`src/rtl/rf_read_arbiter_pkg.sv`:
```
// Shared widths and helpers for the register-file read arbiter.
// The tag's valid bit sits just above the requestor index.
package rf_read_arbiter_pkg;

    localparam int NUM_BANKS_DEF = 4;
    localparam int NUM_REQ_DEF   = 8;
    localparam int ADDR_W_DEF    = 8;
    localparam int BANK_W        = 2;
    localparam int OCID_W        = 3;
    localparam int OCID_VLD      = OCID_W;

    typedef logic [OCID_W-1:0] req_idx_t;

    function automatic req_idx_t onehot_to_idx(input logic [7:0] oh);
        req_idx_t idx;
        idx = '0;
        for (int i = 0; i < 8; i++)
            if (oh[i]) idx = idx | req_idx_t'(i);
        return idx;
    endfunction

endpackage

```
`src/rtl/rf_read_arbiter_rr.sv`:
```
// 8-way round-robin picker: first set request at or after ptr, wrapping.
// Purely combinational; the pointer is owned by the caller.
module rr_arbiter_8 (
    input  logic [7:0] req,
    input  logic [2:0] ptr,
    output logic [7:0] grant,
    output logic       found
);

    logic [2:0] idx;

    always_comb begin
        grant = '0;
        found = 1'b0;
        idx   = '0;
        for (int off = 0; off < 8; off++) begin
            idx = ptr + 3'(off);
            if (!found && req[idx]) begin
                grant[idx] = 1'b1;
                found      = 1'b1;
            end
        end
    end

endmodule

```
`src/rtl/rf_read_arbiter.sv`:
```
// Operand-collector read arbiter: one round-robin grant per bank per cycle,
// registered read enable/address, then a tag aligned with bank read data.
module rf_read_arbiter
    import rf_read_arbiter_pkg::*;
#(
    parameter int ADDR_W    = ADDR_W_DEF,
    parameter int NUM_BANKS = NUM_BANKS_DEF,
    parameter int NUM_REQ   = NUM_REQ_DEF
) (
    input  logic                      clk,
    input  logic                      rst,
    input  logic [NUM_REQ-1:0]        req_valid,
    input  logic [BANK_W*NUM_REQ-1:0] req_bank,
    input  logic [ADDR_W*NUM_REQ-1:0] req_addr,
    output logic [NUM_REQ-1:0]        req_grant,
    input  logic                      RF_WR_0,
    input  logic                      RF_WR_1,
    input  logic                      RF_WR_2,
    input  logic                      RF_WR_3,
    output logic                      rd_en_0,
    output logic                      rd_en_1,
    output logic                      rd_en_2,
    output logic                      rd_en_3,
    output logic [ADDR_W-1:0]         rd_addr_0,
    output logic [ADDR_W-1:0]         rd_addr_1,
    output logic [ADDR_W-1:0]         rd_addr_2,
    output logic [ADDR_W-1:0]         rd_addr_3,
    output logic [OCID_W:0]           ocid_0,
    output logic [OCID_W:0]           ocid_1,
    output logic [OCID_W:0]           ocid_2,
    output logic [OCID_W:0]           ocid_3
);

    logic [NUM_BANKS-1:0]              wr;
    logic [NUM_BANKS-1:0][7:0]         cand;
    logic [NUM_BANKS-1:0][7:0]         bgrant;
    logic [NUM_BANKS-1:0]              found;
    logic [NUM_BANKS-1:0][OCID_W-1:0]  ptr;
    logic [NUM_BANKS-1:0][OCID_W-1:0]  gidx;
    logic [NUM_BANKS-1:0][OCID_W-1:0]  idx_q;
    logic [NUM_BANKS-1:0][OCID_W-1:0]  tag_q;
    logic [NUM_BANKS-1:0][ADDR_W-1:0]  gaddr;
    logic [NUM_BANKS-1:0][ADDR_W-1:0]  addr_q;
    // [0] = read issued this cycle, [1] = bank data / tag valid this cycle
    logic [NUM_BANKS-1:0][1:0]         vld_pipe;
    logic [7:0]                        grant_all;

    assign wr = {RF_WR_3, RF_WR_2, RF_WR_1, RF_WR_0};

    for (genvar k = 0; k < NUM_BANKS; k++) begin : g_bank
        // Reset low or writeback on this bank removes every candidate.
        always_comb begin
            cand[k] = '0;
            for (int i = 0; i < NUM_REQ; i++)
                cand[k][i] = rst && !wr[k] && req_valid[i] &&
                             (req_bank[BANK_W*i +: BANK_W] == BANK_W'(k));
        end

        rr_arbiter_8 u_arb (
            .req   (cand[k]),
            .ptr   (ptr[k]),
            .grant (bgrant[k]),
            .found (found[k])
        );

        assign gidx[k]  = onehot_to_idx(bgrant[k]);
        assign gaddr[k] = req_addr[int'(gidx[k])*ADDR_W +: ADDR_W];

        always_ff @(posedge clk or negedge rst) begin
            if (!rst) begin
                ptr[k]      <= '0;
                vld_pipe[k] <= '0;
                idx_q[k]    <= '0;
                tag_q[k]    <= '0;
                addr_q[k]   <= '0;
            end else begin
                vld_pipe[k] <= {vld_pipe[k][0], found[k]};
                tag_q[k]    <= vld_pipe[k][0] ? idx_q[k] : '0;
                if (found[k]) begin
                    ptr[k]    <= gidx[k] + 1'b1;
                    idx_q[k]  <= gidx[k];
                    addr_q[k] <= gaddr[k];
                end
            end
        end
    end

    always_comb begin
        grant_all = '0;
        for (int k = 0; k < NUM_BANKS; k++)
            grant_all = grant_all | bgrant[k];
    end

    assign req_grant = grant_all[NUM_REQ-1:0];

    assign rd_en_0   = vld_pipe[0][0];
    assign rd_en_1   = vld_pipe[1][0];
    assign rd_en_2   = vld_pipe[2][0];
    assign rd_en_3   = vld_pipe[3][0];
    assign rd_addr_0 = addr_q[0];
    assign rd_addr_1 = addr_q[1];
    assign rd_addr_2 = addr_q[2];
    assign rd_addr_3 = addr_q[3];
    assign ocid_0    = {vld_pipe[0][1], tag_q[0]};
    assign ocid_1    = {vld_pipe[1][1], tag_q[1]};
    assign ocid_2    = {vld_pipe[2][1], tag_q[2]};
    assign ocid_3    = {vld_pipe[3][1], tag_q[3]};

endmodule

```
`config.mk`:
```
export PLATFORM = sky130hd
export DESIGN_NAME = rf_read_arbiter
export DESIGN_NICKNAME = d
export VERILOG_FILES = /design/src/rtl/rf_read_arbiter_pkg.sv /design/src/rtl/rf_read_arbiter_rr.sv /design/src/rtl/rf_read_arbiter.sv
export SDC_FILE = /design/constraint.sdc
export NUM_CORES = 1
export LEC_CHECK = 0
export ABC_CLOCK_PERIOD_IN_PS = 7600
export BUFFER_PORTS_ARGS = -buffer_cell sky130_fd_sc_hd__buf_2
export CELL_PAD_IN_SITES_DETAIL_PLACEMENT = 0
export CELL_PAD_IN_SITES_GLOBAL_PLACEMENT = 1
export CORE_UTILIZATION = 45
export CTS_CLUSTER_DIAMETER = 40
export DETAILED_ROUTE_END_ITERATION = 6
export PLACE_DENSITY_LB_ADDON = 0.1
export REMOVE_ABC_BUFFERS = 1
export SYNTH_ARGS = -nofsm -noshare
export SYNTH_HDL_FRONTEND = slang
export SYNTH_SLANG_ARGS = --single-unit
```
`constraint.sdc`:
```
create_clock -name clk -period 7.6 [get_ports clk]
set_input_delay 1.14 -clock clk [delete_from_list [all_inputs] [get_ports clk]]
set_output_delay 1.14 -clock clk [all_outputs]
set_load 0.1 [all_outputs]
```
==> run metrics <==
status finished clean; f_max 0.161 GHz; most common cell after layout, fill and taps aside buf_2; max_cap viols 0; vias per std cell 6.92; minimum clock period 6.22 ns; M1 wire length 18600 um; routed wire length ~43000 um; Top Ports 154; GRT overflow 0; CP startpoint kind flip-flop; first-pass GRT wire length 67100 um; Fin Setup TNS 0 ns; final worst path period share 0.819; post-route ant nets 0; worst path required time 6.46 ns; Worst Path Buf+Inv 3; CP Max Fanout 11; DIE WIDTH 159 um; worst-path cell chain inv_1 > ha_1 > inv_1 > nand2_1 > o21ai_0 > a2111oi_2 > nor3_2 > nor3_1 > a211oi_1 > o2111ai_1 > nor3_1 > nand4_1 > buf_2; clock sink count 76; CP Capture Type output port; most frequent cells in the layout buf_2 (152), mux2i_1 (119), nand2_1 (116); worst slew pin tran between 1 and 1.5 ns; WL met3 3220 um; Placer Congestion between 1 and 1.5; post-synth cell types 117; Post-layout nets 1529; post-synthesis sequential area ratio 0.171; Sequential cell area 1900 um2; routed len/inst about 25 um; largest net degree at the start of global routing 69; synthesis-to-finish area growth 11.3%; CP Class flip-flop to output port; final hold slack 0.438 ns; fill cell count 2403; number of synthesized flops with an enable pin 0; CTS H-Tree Depth 3; hold-fix buffers at CTS 0; row cnt 57; Worst path slowest cell dfrtp_1; Largest delay share family, worst path simple AND/OR/NAND/NOR gates; DP HPWL 32400 um; Syn. warnings 0; Final Setup Violations 0; Pins Over Slew Limit 0; clk_lat worst skew ~0.34 ns; die footprint 25400 um2; final core utilization 0.511; cts repair resizes 0; setup bufs post-CTS 0; Slew HR 0.290; worst path arrival time 5.08 ns; ys async rst share 1.00; area of the multi-input gates 8700 um2; Starting Density 0.459; CTS buffer count 9; DRT Pass-1 Iters 6; Worst Skew 0.00802 ns; clk buf depth 2; origin of the worst setup path ptr[1]; Vias about 12000; gr usage total 0.333; RSZ-0062 raised after global routing false; Avg Inst Size Synth 8.55 um2; Inserted Diodes 0; Starting DRT DRC Count 1232; port buffer count 153; Hold Path Class flip-flop to flip-flop; crit-path max cell delay around 0.67 ns; Post-Synthesis Cells 1304; Fin. Hold Viols 0; worst r2r src ptr[1]; top routing layer used met4; vias in the first global route 11400; share of cells above drive strength 1 0.222; Clock Pin Slew Worst Setup and Hold Paths around 0.06 ns; # DRC 0; met2 wire len around 20000 um; Yosys reg bits 76; clock root cell clkbuf_16; initial antenna violation count 0; Die H 159 um; Synth Flop Type dfrtp_1; CTS tree built; hold_sp rd_en_2; Core Area 24300 um2; Cell Area, Synth 11200 um2
kinds of logic after synthesis:
family | Yosys count | share of synthesized area
flops | 76 | 0.171
mux | 164 | 0.167
buf+inv | 123 | 0.0517
compound gates | 397 | 0.302
fa+ha+maj | 28 | 0.0314
xor+xnor | 15 | 0.0118
simple gates | 501 | 0.266
cell usage after synthesis, drive strengths merged (13+ instances only):
cell,instances,area share
nor3,31,0.018
nor2b,20,0.011
o221ai,32,0.026
o21ai,35,0.016
nand4b,19,0.018
clkbuf,42,0.014
inv,36,0.012
o22ai,45,0.030
nand2,116,0.039
ha,28,0.031
a21oi,23,0.010
or3,14,0.0079
mux2i,120,0.11
nand2b,16,0.0090
and2,32,0.018
a221oi,25,0.028
nand3,67,0.031
nor2,69,0.023
dfrtp,76,0.17
nor3b,13,0.0092
a211oi,13,0.011
o211ai,21,0.015
mux4,14,0.028
nand4,41,0.033
o31ai,15,0.013
mux2,30,0.030
a22oi,35,0.024
o22a,40,0.031
buf,41,0.024
final cells by class:
type | instances | share of cell area
clock buffer | 9 | 0.0181
sequential | 76 | 0.153
timing repair buffer | 175 | 0.0752
multi-input combinational | 1105 | 0.700
clock inverter | 7 | 0.00846
inverter | 40 | 0.0121
tap | 324 | 0.0326
registers in the layout (all words and copies together), names as in the netlist:
| register | count |
|---|---|
| rd_addr_3 | 8 |
| rd_addr_0 | 8 |
| ptr | 12 |
| rd_en_3 | 1 |
| ocid_0 | 4 |
| ocid_2 | 4 |
| ocid_1 | 4 |
| rd_en_1 | 1 |
| rd_addr_1 | 8 |
| idx_q | 12 |
| ocid_3 | 4 |
| rd_addr_2 | 8 |
| rd_en_0 | 1 |
| rd_en_2 | 1 |
metal layers:
| metal | GRT usage | up-vias |
|---|---|---|
| met5 | 0 | - |
| met4 | 0.100 | 0 |
| met3 | 0.0438 | 96 |
| met2 | 0.549 | 615 |
| met1 | 0.453 | 5856 |
| li1 | - | 5446 |
worst reg2reg max path, delay by kind of cell (launching register included):
family / cells / cell delay [ns]
buffers and inverters: 2 / 0.46
adders and majority gates: 1 / 0.44
muxes: 1 / 0.62
AOI/OAI and AO/OA: 6 / 1.71
and+or+nand+nor: 3 / 1.55
DFF: 1 / 0.67
metrics by stage:
step / cell area (um2) / setup slack, ns / instances
2_1_floorplan: 10700 / -1.51 / 1221
3_3_place_gp: 12100 / 1.48 / 1720
3_5_place_dp: 12100 / 1.46 / 1720
4_1_cts: 12400 / 1.46 / 1736
5_1_grt: 12400 / 1.11 / 1736
6_report: 12400 / 1.38 / 1736
worst paths after layout:
path                           endpoint  slack [ns]  cells after the start
setup / recovery           req_grant[0]        1.38                     13
setup reg to reg           rd_addr_0[5]        2.01                     13
max in group asynchronous        ptr[3]        5.42                      2
hold / removal                ocid_2[3]        0.44                      0
hold reg to reg               ocid_2[3]        0.44                      0
min in group asynchronous     ocid_2[0]        0.80                      1
Power is left out: the tool's default activity adds up to more than one toggle a clock period on the data nets, which glitch-free logic cannot reach.
